`config.mk`:
```
export PLATFORM = sky130hd
export DESIGN_NAME = fpga_link_master
export DESIGN_NICKNAME = d
export VERILOG_FILES = /design/src/rtl/fpga_link_pkg.sv /design/src/rtl/fpga_link_bit_timer.sv /design/src/rtl/fpga_link_master.sv
export SDC_FILE = /design/constraint.sdc
export NUM_CORES = 1
export LEC_CHECK = 0
export CAP_MARGIN = 10
export CORE_MARGIN = 10
export CORE_UTILIZATION = 40
export CTS_BUF_LIST = sky130_fd_sc_hd__clkbuf_4
export DETAILED_ROUTE_END_ITERATION = 8
export GPL_TIMING_DRIVEN = 0
export SYNTH_ARGS = -nofsm -noshare
export SYNTH_HDL_FRONTEND = slang
export SYNTH_SLANG_ARGS = --single-unit
```
`constraint.sdc`:
```
create_clock -name clk -period 7 [get_ports clk]
set_input_delay 1.4 -clock clk [delete_from_list [all_inputs] [get_ports clk]]
set_output_delay 1.4 -clock clk [all_outputs]
set_load 0.05 [all_outputs]
```
`src/rtl/fpga_link_pkg.sv`:
```
// ---------------------------------------------------------------------------
// fpga_link_pkg
// Shared definitions for the FPGA-to-FPGA serial link master:
//   - link_state_e : FSM state encoding (IDLE, SYNC, XFER, LATCH)
//   - MAX_WORDS / MAX_WORD_W : upper bounds of the frame geometry
//   - frame_bits() : number of bits moved per frame (data + optional parity)
// ---------------------------------------------------------------------------
package fpga_link_pkg;

  localparam int MAX_WORDS  = 16;
  localparam int MAX_WORD_W = 16;

  typedef enum logic [1:0] {
    ST_IDLE  = 2'd0,
    ST_SYNC  = 2'd1,
    ST_XFER  = 2'd2,
    ST_LATCH = 2'd3
  } link_state_e;

  // Bits shifted per frame; the parity bit, when enabled, trails the data.
  function automatic int frame_bits(input int nwords, input int word_w,
                                    input bit parity_en);
    return nwords * word_w + (parity_en ? 1 : 0);
  endfunction

endpackage

```
`src/rtl/fpga_link_bit_timer.sv`:
```
// ---------------------------------------------------------------------------
// fpga_link_bit_timer
// Bit-period counter for the link master. Counts 0..rate while run is high
// and sits at 0 otherwise, and decodes the per-bit strobes from the count.
//
// Parameters:
//   SAMPLE_OFFSET : extra cycles after mid-bit before the sample strobe
// Ports:
//   clk, rst        : clock, synchronous active-high reset
//   run_i           : count enable (frame in SYNC or XFER)
//   rate_i [7:0]    : latched bit period minus one
//   bit_end_o       : count equals rate (last cycle of the bit)
//   sample_o        : count equals the (clamped) sample point
//   sync_window_o   : count is within the first half of the bit
// ---------------------------------------------------------------------------
module fpga_link_bit_timer #(
  parameter int SAMPLE_OFFSET = 0
) (
  input  logic       clk,
  input  logic       rst,
  input  logic       run_i,
  input  logic [7:0] rate_i,
  output logic       bit_end_o,
  output logic       sample_o,
  output logic       sync_window_o
);

  // Offsets beyond a full maximum bit period always clamp, so cap the
  // constant to keep the sum arithmetic narrow.
  localparam int         OFS_C = (SAMPLE_OFFSET > 255) ? 255 :
                                 ((SAMPLE_OFFSET < 0) ? 0 : SAMPLE_OFFSET);
  localparam logic [8:0] OFS_9 = 9'(OFS_C);

  logic [7:0] cnt_q, cnt_d;
  logic [8:0] sample_sum;
  logic [7:0] sample_pt;

  always_comb begin
    cnt_d = cnt_q;
    if (!run_i) begin
      cnt_d = '0;
    end else if (cnt_q == rate_i) begin
      cnt_d = '0;
    end else begin
      cnt_d = cnt_q + 8'd1;
    end
  end

  always_ff @(posedge clk) begin
    if (rst) begin
      cnt_q <= '0;
    end else begin
      cnt_q <= cnt_d;
    end
  end

  // Mid-bit plus board delay, clamped to the last cycle of the bit so a
  // large offset at a slow-to-fast rate never skips the sample entirely.
  assign sample_sum = {2'b00, rate_i[7:1]} + OFS_9;
  assign sample_pt  = (sample_sum > {1'b0, rate_i}) ? rate_i : sample_sum[7:0];

  assign bit_end_o     = (cnt_q == rate_i);
  assign sample_o      = (cnt_q == sample_pt);
  assign sync_window_o = (cnt_q <= {1'b0, rate_i[7:1]});

endmodule

```
`src/rtl/fpga_link_master.sv`:
```
// ---------------------------------------------------------------------------
// fpga_link_master
// Master end of the inter-board serial link. On start it sends a one-bit-
// period start/sync symbol, then shifts NWORDS*WORD_W bits out MSB first
// while sampling the same number of bits back, and finally presents the
// received frame on rx_data together with a one-cycle done pulse.
//
// Optional feature (compile-time macro FPGA_LINK_PARITY_EN): an even-parity
// bit is appended to the transmitted frame, one extra bit is received and
// checked, and the result is reported on parity_err.
//
// Parameters:
//   NWORDS        : words per frame (1..16)
//   WORD_W        : bits per word (1..16)
//   SAMPLE_OFFSET : extra clk cycles after mid-bit before sampling serial_in
// Ports:
//   clk, rst       : clock, synchronous active-high reset
//   start          : one-cycle frame request, honoured only when idle
//   bit_rate [7:0] : bit period minus one (3..255), captured at start
//   tx_data        : frame to send, word 0 in the MSBs, captured at start
//   rx_data        : last received frame, same packing as tx_data
//   done           : one-cycle pulse, rx_data valid in the same cycle
//   busy           : frame in progress (cycle after start through done)
//   serial_out     : line to the slave
//   serial_in      : line from the slave
//   sync_slave     : sync strobe during the first half of the start bit
//   reset_slave    : combinational copy of rst
//   parity_err     : parity mismatch of the last frame (parity build only)
// ---------------------------------------------------------------------------
module fpga_link_master
  import fpga_link_pkg::*;
#(
  parameter int NWORDS        = 3,
  parameter int WORD_W        = 4,
  parameter int SAMPLE_OFFSET = 0
) (
  input  logic                     clk,
  input  logic                     rst,
  input  logic                     start,
  input  logic [7:0]               bit_rate,
  input  logic [NWORDS*WORD_W-1:0] tx_data,
  output logic [NWORDS*WORD_W-1:0] rx_data,
  output logic                     done,
  output logic                     busy,
  output logic                     serial_out,
  input  logic                     serial_in,
  output logic                     sync_slave,
  output logic                     reset_slave
`ifdef FPGA_LINK_PARITY_EN
  ,
  output logic                     parity_err
`endif
);

`ifdef FPGA_LINK_PARITY_EN
  localparam bit PARITY_EN = 1'b1;
`else
  localparam bit PARITY_EN = 1'b0;
`endif

  localparam int DW    = NWORDS * WORD_W;
  localparam int FB    = frame_bits(NWORDS, WORD_W, PARITY_EN);
  localparam int IDX_W = (FB > 1) ? $clog2(FB) : 1;
  localparam logic [IDX_W-1:0] IDX_LAST = IDX_W'(FB - 1);

  localparam logic [1:0] S_IDLE  = ST_IDLE;
  localparam logic [1:0] S_SYNC  = ST_SYNC;
  localparam logic [1:0] S_XFER  = ST_XFER;
  localparam logic [1:0] S_LATCH = ST_LATCH;

  logic [1:0]       state_q, state_d;
  logic [IDX_W-1:0] idx_q, idx_d;
  logic [7:0]       rate_q, rate_d;
  logic [FB-1:0]    tx_q, tx_d;
  logic [FB-1:0]    rx_q, rx_d;
  logic [FB-1:0]    frame_load;
  logic [DW-1:0]    rx_frame;

  logic             rx_data_q_valid_unused;
  logic [DW-1:0]    rx_data_q;
  logic             done_q, busy_q, serial_out_q, sync_slave_q;

  logic             timer_run;
  logic             bit_end, sample, sync_window;

`ifdef FPGA_LINK_PARITY_EN
  logic             parity_err_q;
  assign frame_load = {tx_data, ^tx_data};
  assign rx_frame   = rx_q[FB-1:1];
`else
  assign frame_load = tx_data;
  assign rx_frame   = rx_q;
`endif

  assign rx_data_q_valid_unused = 1'b0;

  assign timer_run = (state_q == S_SYNC) || (state_q == S_XFER);

  fpga_link_bit_timer #(
    .SAMPLE_OFFSET (SAMPLE_OFFSET)
  ) u_bit_timer (
    .clk           (clk),
    .rst           (rst),
    .run_i         (timer_run),
    .rate_i        (rate_q),
    .bit_end_o     (bit_end),
    .sample_o      (sample),
    .sync_window_o (sync_window)
  );

  // Next-state and shift-register update
  always_comb begin
    state_d = state_q;
    idx_d   = idx_q;
    rate_d  = rate_q;
    tx_d    = tx_q;
    rx_d    = rx_q;
    case (state_q)
      S_IDLE: begin
        if (start) begin
          state_d = S_SYNC;
          rate_d  = bit_rate;
          tx_d    = frame_load;
        end
      end
      S_SYNC: begin
        if (bit_end) begin
          state_d = S_XFER;
          idx_d   = '0;
        end
      end
      S_XFER: begin
        // Shift-in form works for a single-bit frame as well.
        if (sample) begin
          rx_d = (rx_q << 1) | FB'(serial_in);
        end
        if (bit_end) begin
          tx_d = tx_q << 1;
          if (idx_q == IDX_LAST) begin
            state_d = S_LATCH;
          end else begin
            idx_d = idx_q + IDX_W'(1);
          end
        end
      end
      S_LATCH: begin
        state_d = S_IDLE;
      end
      default: begin
        state_d = S_IDLE;
      end
    endcase
  end

  // Control state and registered outputs
  always_ff @(posedge clk) begin
    if (rst) begin
      state_q      <= S_IDLE;
      idx_q        <= '0;
      rate_q       <= '0;
      busy_q       <= 1'b0;
      done_q       <= 1'b0;
      serial_out_q <= 1'b0;
      sync_slave_q <= 1'b0;
      rx_data_q    <= '0;
    end else begin
      state_q      <= state_d;
      idx_q        <= idx_d;
      rate_q       <= rate_d;
      // Outputs decode the current state, so they trail it by one cycle.
      busy_q       <= (state_q != S_IDLE);
      done_q       <= (state_q == S_LATCH);
      sync_slave_q <= (state_q == S_SYNC) && sync_window;
      case (state_q)
        S_SYNC:  serial_out_q <= 1'b1;
        S_XFER:  serial_out_q <= tx_q[FB-1];
        default: serial_out_q <= 1'b0;
      endcase
      if (state_q == S_LATCH) begin
        rx_data_q <= rx_frame;
      end
    end
  end

`ifdef FPGA_LINK_PARITY_EN
  // Even parity over data plus received parity bit must reduce to zero.
  always_ff @(posedge clk) begin
    if (rst) begin
      parity_err_q <= 1'b0;
    end else if (state_q == S_LATCH) begin
      parity_err_q <= ^rx_q;
    end
  end
  assign parity_err = parity_err_q;
`endif

  // Shift registers carry data only and need no reset
  always_ff @(posedge clk) begin
    tx_q <= tx_d;
    rx_q <= rx_d;
  end

  assign rx_data     = rx_data_q;
  assign done        = done_q;
  assign busy        = busy_q;
  assign serial_out  = serial_out_q;
  assign sync_slave  = sync_slave_q;
  assign reset_slave = rst | rx_data_q_valid_unused;

endmodule

```
# After elaboration in Yosys (flattened, before gate mapping)
# Index checks and enable logic that the tools add are counted.
[totals]
out_inout_bits = 17
input_bits = 24
reg_bits = 62
wordCells = 54
[classes]
muxes = 14
magnitude_cmp = 2
eq_ne = 11
bitwise = 2
n_addsub = 2
reduce_logical = 12
[ops]
columns = ["op", "count"]
rows = [
  ["$mux 12", 2],
  ["$pmux 12 s2", 1],
  ["$eq 8x8->1", 2],
  ["$mux 4", 3],
  ["$or 12x1->12", 1],
  ["$add 8x1->8 const B", 1],
  ["$gt 7x8->1", 1],
  ["$le 8x7->1", 1],
  ["$mux 2", 4],
  ["$mux 8", 1],
  ["$ne 2x2->1 const B", 4],
  ["$pmux 2 s4", 1],
  ["$pmux 4 s2", 1],
  ["$reduce_and 4->1", 2],
  ["$reduce_bool 2->1", 3],
  ["$add 4x1->4 const B", 1],
  ["$eq 2x2->1 const B", 2],
  ["$eq 4x4->1 const B", 1],
  ["$reduce_and 2->1", 2],
  ["$reduce_and 3->1", 1],
  ["$reduce_or 3->1", 1],
  ["$eq 2x1->1 const B", 1],
  ["$logic_not 2->1", 1],
  ["$ne 2x1->1 const B", 1],
  ["4 further kinds", 4],
]

# Depth between registers and ports, before layout
[depth]
word_depth = 4
mapped_depth = 8

# Cells and area by module
# From an unflattened synthesis, not the netlist that was laid out.
[unflattened]
hier_cells = 293
area_unflattened_um2 = 3109.2
[by_module_without_submodules]
columns = ["module", "area_per_inst_um2", "n_inst", "cells_per_inst"]
rows = [
  ["fpga_link_master", 2135.8, 1, 175],
  ["fpga_link_bit_timer", 973.4, 1, 118],
]

# Least setup slack after synthesis
# OpenSTA, ideal clock, no wires.
[synth_timing]
path_kind = "flip-flop to flip-flop"
startpoint = "register rate_q[5]"
endpoint = "register rx_q[0] (netlist: rx_frame[0]) (enable)"
stages_incl_launch_ff = 9
arrival_ns = 3.009
setup_slack_ns = 3.589
synth_period_minus_slack_ns = 3.411
path_buffers = 1
required_ns = 6.598
cell_sequence = "dfxtp_1 -> clkbuf_1 -> inv_1 -> ha_1 -> a211o_1 -> a21oi_1 -> a211oi_1 -> or4_1 -> a221oi_1"
[synth_between]
elab_chain_cells = 4
[synth_lines]
columns = ["item", "line_no", "source"]
rows = [
  ["start: declaration", "fpga_link_master.sv:73", "logic [7:0] rate_q, rate_d;"],
  ["start signal: assignment", "fpga_link_master.sv:169", "rate_q <= rate_d;"],
  ["$gt 7x8->1", "fpga_link_bit_timer.sv:60", "assign sample_pt = (sample_sum > {1'b0, rate_i}) ? rate_i : sample_sum[7:0];"],
  ["$mux 8 *", "fpga_link_bit_timer.sv:60", ""],
  ["$eq 8x8->1 *", "fpga_link_bit_timer.sv:63", "assign sample_o = (cnt_q == sample_pt);"],
  ["$reduce_and 2->1 (no line) *", "--", ""],
  ["end signal: assignment", "fpga_link_master.sv:200", "rx_q <= rx_d;"],
  ["end: declaration", "fpga_link_master.sv:75", "logic [FB-1:0] rx_q, rx_d;"],
]
# Mark *: on every way between the ends. The rest lies on a longest branch, timed or not.
# A chain may end at the register's enable or synchronous reset.

# Worst setup path in the final report
[layout_timing]
startpoint = "input rst"
endpoint = "output reset_slave"
[layout_lines]
columns = ["item", "line_no", "source"]
rows = [
  ["start: declaration", "fpga_link_master.sv:38", "input logic rst,"],
  ["end: declaration", "fpga_link_master.sv:48", "output logic reset_slave"],
]
# No word-level cell between the ends.

==> metrics <==
status=complete, no violations; Routed Antenna Nets=0; CP endpoint=reset_slave; Clock power frac=22.0%; Yosys top cell by area=dfxtp_1; number of CTS-inserted buffers=9; DR iter-0 viols=48; Internal Power=0.000735 W; clock tree buffer depth=2; syn_nets=321; post-CTS resize count=0; site row count=31; Net count, final=372; GRT met1 Usage=13.5%; max cap viols=0; max-slew violation count=0; met2 GRT Util=17.8%; Final Hold Fails=0; drt pass-1 iters=4; Critical Path AT=2.84 ns; Antenna diodes=0; Fmax=236 MHz; portion of total power attributed to combinational logic=34.4%; Mapped Avg Cell Area=10.6 um^2; post-route cell area=0.00361 mm^2; Critical Path Fanout Max=4; met3 usage=4.02%; Clk pin slew, worst setup/hold paths=0.10 ns; slew margin rel.=23.2%; vias per cell=4.90; IO Port Bufs=39; ys async rst share=0%; Layout Cells excl Fill=433; cells on worst reg2reg path=9; GRT Max-Usage Layer=met2; min cycle time layout=4.24 ns; core area=0.00721 mm^2; sum of negative setup slack=0 ns; r2r setup slk=3.74 ns; largest net degree at the start of global routing=13; Req. time, crit path=5.60 ns; total gr overflow=0; Crit Path Class=input port to primary output; CP Launch Type=input port; CTS tree=built; DRT Wirelength=6.07 mm; Post-DP Area=0.00346 mm^2; worst reg2reg endpoint=rx_frame[4]; synthesized instance count=278; FF+latch count, synth=62; endpoint class of the critical path=primary output; Synth area leaders=dfxtp_1, edfxtp_1, ha_1; sw power=0.000407 W; Final Skew=0.0109 ns; top_reg_cell synth=dfxtp_1; DP Cell Count=417; register share of total power=43.6%; H-tree levels=3; first-pass GRT wire length=10.3 mm; PD cells=317 mW/mm^2; Yosys cell types=39; Worst-Margin Slew=1.15 ns; type of the worst min-delay path=flip-flop to flip-flop; sinks on the clock net=62; Final GP Congestion=0.835; clk root buf=clkbuf_4; share of the synthesized area in the top cell type=25.9%; Ports=41; sequential fraction of the synthesis area=50.4%; Layout area overhead=22.8%; most common cell after layout, fill and taps aside=clkdlybuf4s50_1; Overall Power=0.00114 W; vias in the first global route=2,169; worst-skew pair later-pin latency=0.41 ns; chip height=106 um; post-cts hold buffer count=0; worst setup path startpoint=rst; antenna violations before repair=0; Final Cycle Share=60.6%; commonest non-fill, non-tap cells in the layout=clkdlybuf4s50_1, dfxtp_1, nor2_1, edfxtp_1, ha_1; number of flops mapped to enable cells by yosys=24; count of final setup violators=0; routed via count=2,121; HPWL Detailed=4.47 mm; YS warnings=0; RSZ-0062 raised after global routing=no; VDD IR max=137 uV; Reg-to-Reg Start=rate_q[5]; Die X=106 um; layout cells sized above 1=10.8%; P_leak=1.28 nW; Sw Share=35.6%; setup fix buffers added after clock tree synthesis=0; Core Util, Final=50.0%; DRC=0; Initial Util=40.7%; WL/cell=14.0 um; Total GRT Usage=11.2%; die area=0.0112 mm^2; synthesized area=0.00294 mm^2
synthesized netlist by cell type (2+ instances only):
cell type / instances
dfxtp_1: 38
edfxtp_1: 24
o21ai_0: 8
o21a_1: 2
nor2_1: 24
o211ai_1: 2
or4_1: 2
nor2b_1: 7
nand3_1: 12
mux2_2: 11
nand2b_1: 4
a21oi_1: 17
nand4_1: 5
mux2i_1: 14
xor2_1: 5
a221oi_1: 2
buf_1: 6
or3_1: 3
a211oi_1: 4
nand2_1: 17
buf_6: 2
xnor2_1: 13
clkbuf_1: 7
ha_1: 19
inv_1: 16
power by group through the flow:
| stage | logic [W] | registers [W] | clock network, W |
|---|---|---|---|
| 3_3_place_gp | 0.000387 | 0.000506 | 0 |
| 4_1_cts | 0.000398 | 0.000498 | 0.000266 |
| 5_1_grt | 0.000438 | 0.000508 | 0.000279 |
| 3_5_place_dp | 0.000397 | 0.000506 | 0 |
| 2_1_floorplan | 0.000261 | 0.000527 | 0 |
| 6_report | 0.000393 | 0.000497 | 0.000252 |
through the flow:
| step | hold slack [ns] | worst slack, ns |
|---|---|---|
| final | 0.463 | 2.76 |
| after global routing | 0.471 | 2.72 |
| after CTS | 0.464 | 2.75 |
| after detailed placement | 0.436 | 2.75 |
| after global placement | 0.431 | 2.77 |
| after floorplan | 0.426 | 3.59 |
flip-flops by register name (all words and copies together) (netlist names):
signal and count:
done 1, rate_q 8, serial_out 1, idx_q 4, rx_data 12, u_bit_timer.cnt_q 8
sync_slave 1, rx_frame 12, busy 1, state_q 2, tx_q 12
cell type report:
| class | count | area [um^2] |
|---|---|---|
| inverter | 16 | 60.1 |
| sequential | 62 | 1480 |
| buffer | 16 | 78.8 |
| timing repair buffer | 40 | 398 |
| clock inverter | 7 | 73.8 |
| multi-input combinational | 184 | 1320 |
| tap | 99 | 124 |
| clock buffer | 9 | 67.6 |
| fill | 687 | 3610 |
layer usage:
layer	vias to the layer above	share of wire [%]	wire, um
met3	9	4.0	244
met1	989	49	2970
met2	45	45	2750
met5	-	0	0
met4	0	1.6	95
li1	1078	-	-
worst max-delay path, stage by stage:
cell and delay (ns):
clkdlybuf4s50_1 0.52, buf_4 0.13, clkdlybuf4s50_1 0.79
cell families after synthesis:
logic type,synth area share [%]
xor gates and xnor gates,5.37
buffers and inverters,4.73
and+or+nand+nor,13.5
AOI/OAI and AO/OA,8.82
adders and majority gates,8.10
DFF,50.4
muxes,8.99
worst min-delay path by stage:
| stage | from | cells after the start | end |
|---|---|---|---|
| after floorplan | rx_frame[9] | 0 | rx_frame[10] |
| after global placement | rx_frame[2] | 0 | rx_frame[3] |
| after detailed placement | rx_frame[5] | 0 | rx_frame[6] |
| after CTS | rx_frame[5] | 0 | rx_frame[6] |
| after global routing | rx_frame[2] | 0 | rx_frame[3] |
| final | rx_frame[4] | 0 | rx_frame[5] |
Power figures use the tool's default switching activity.
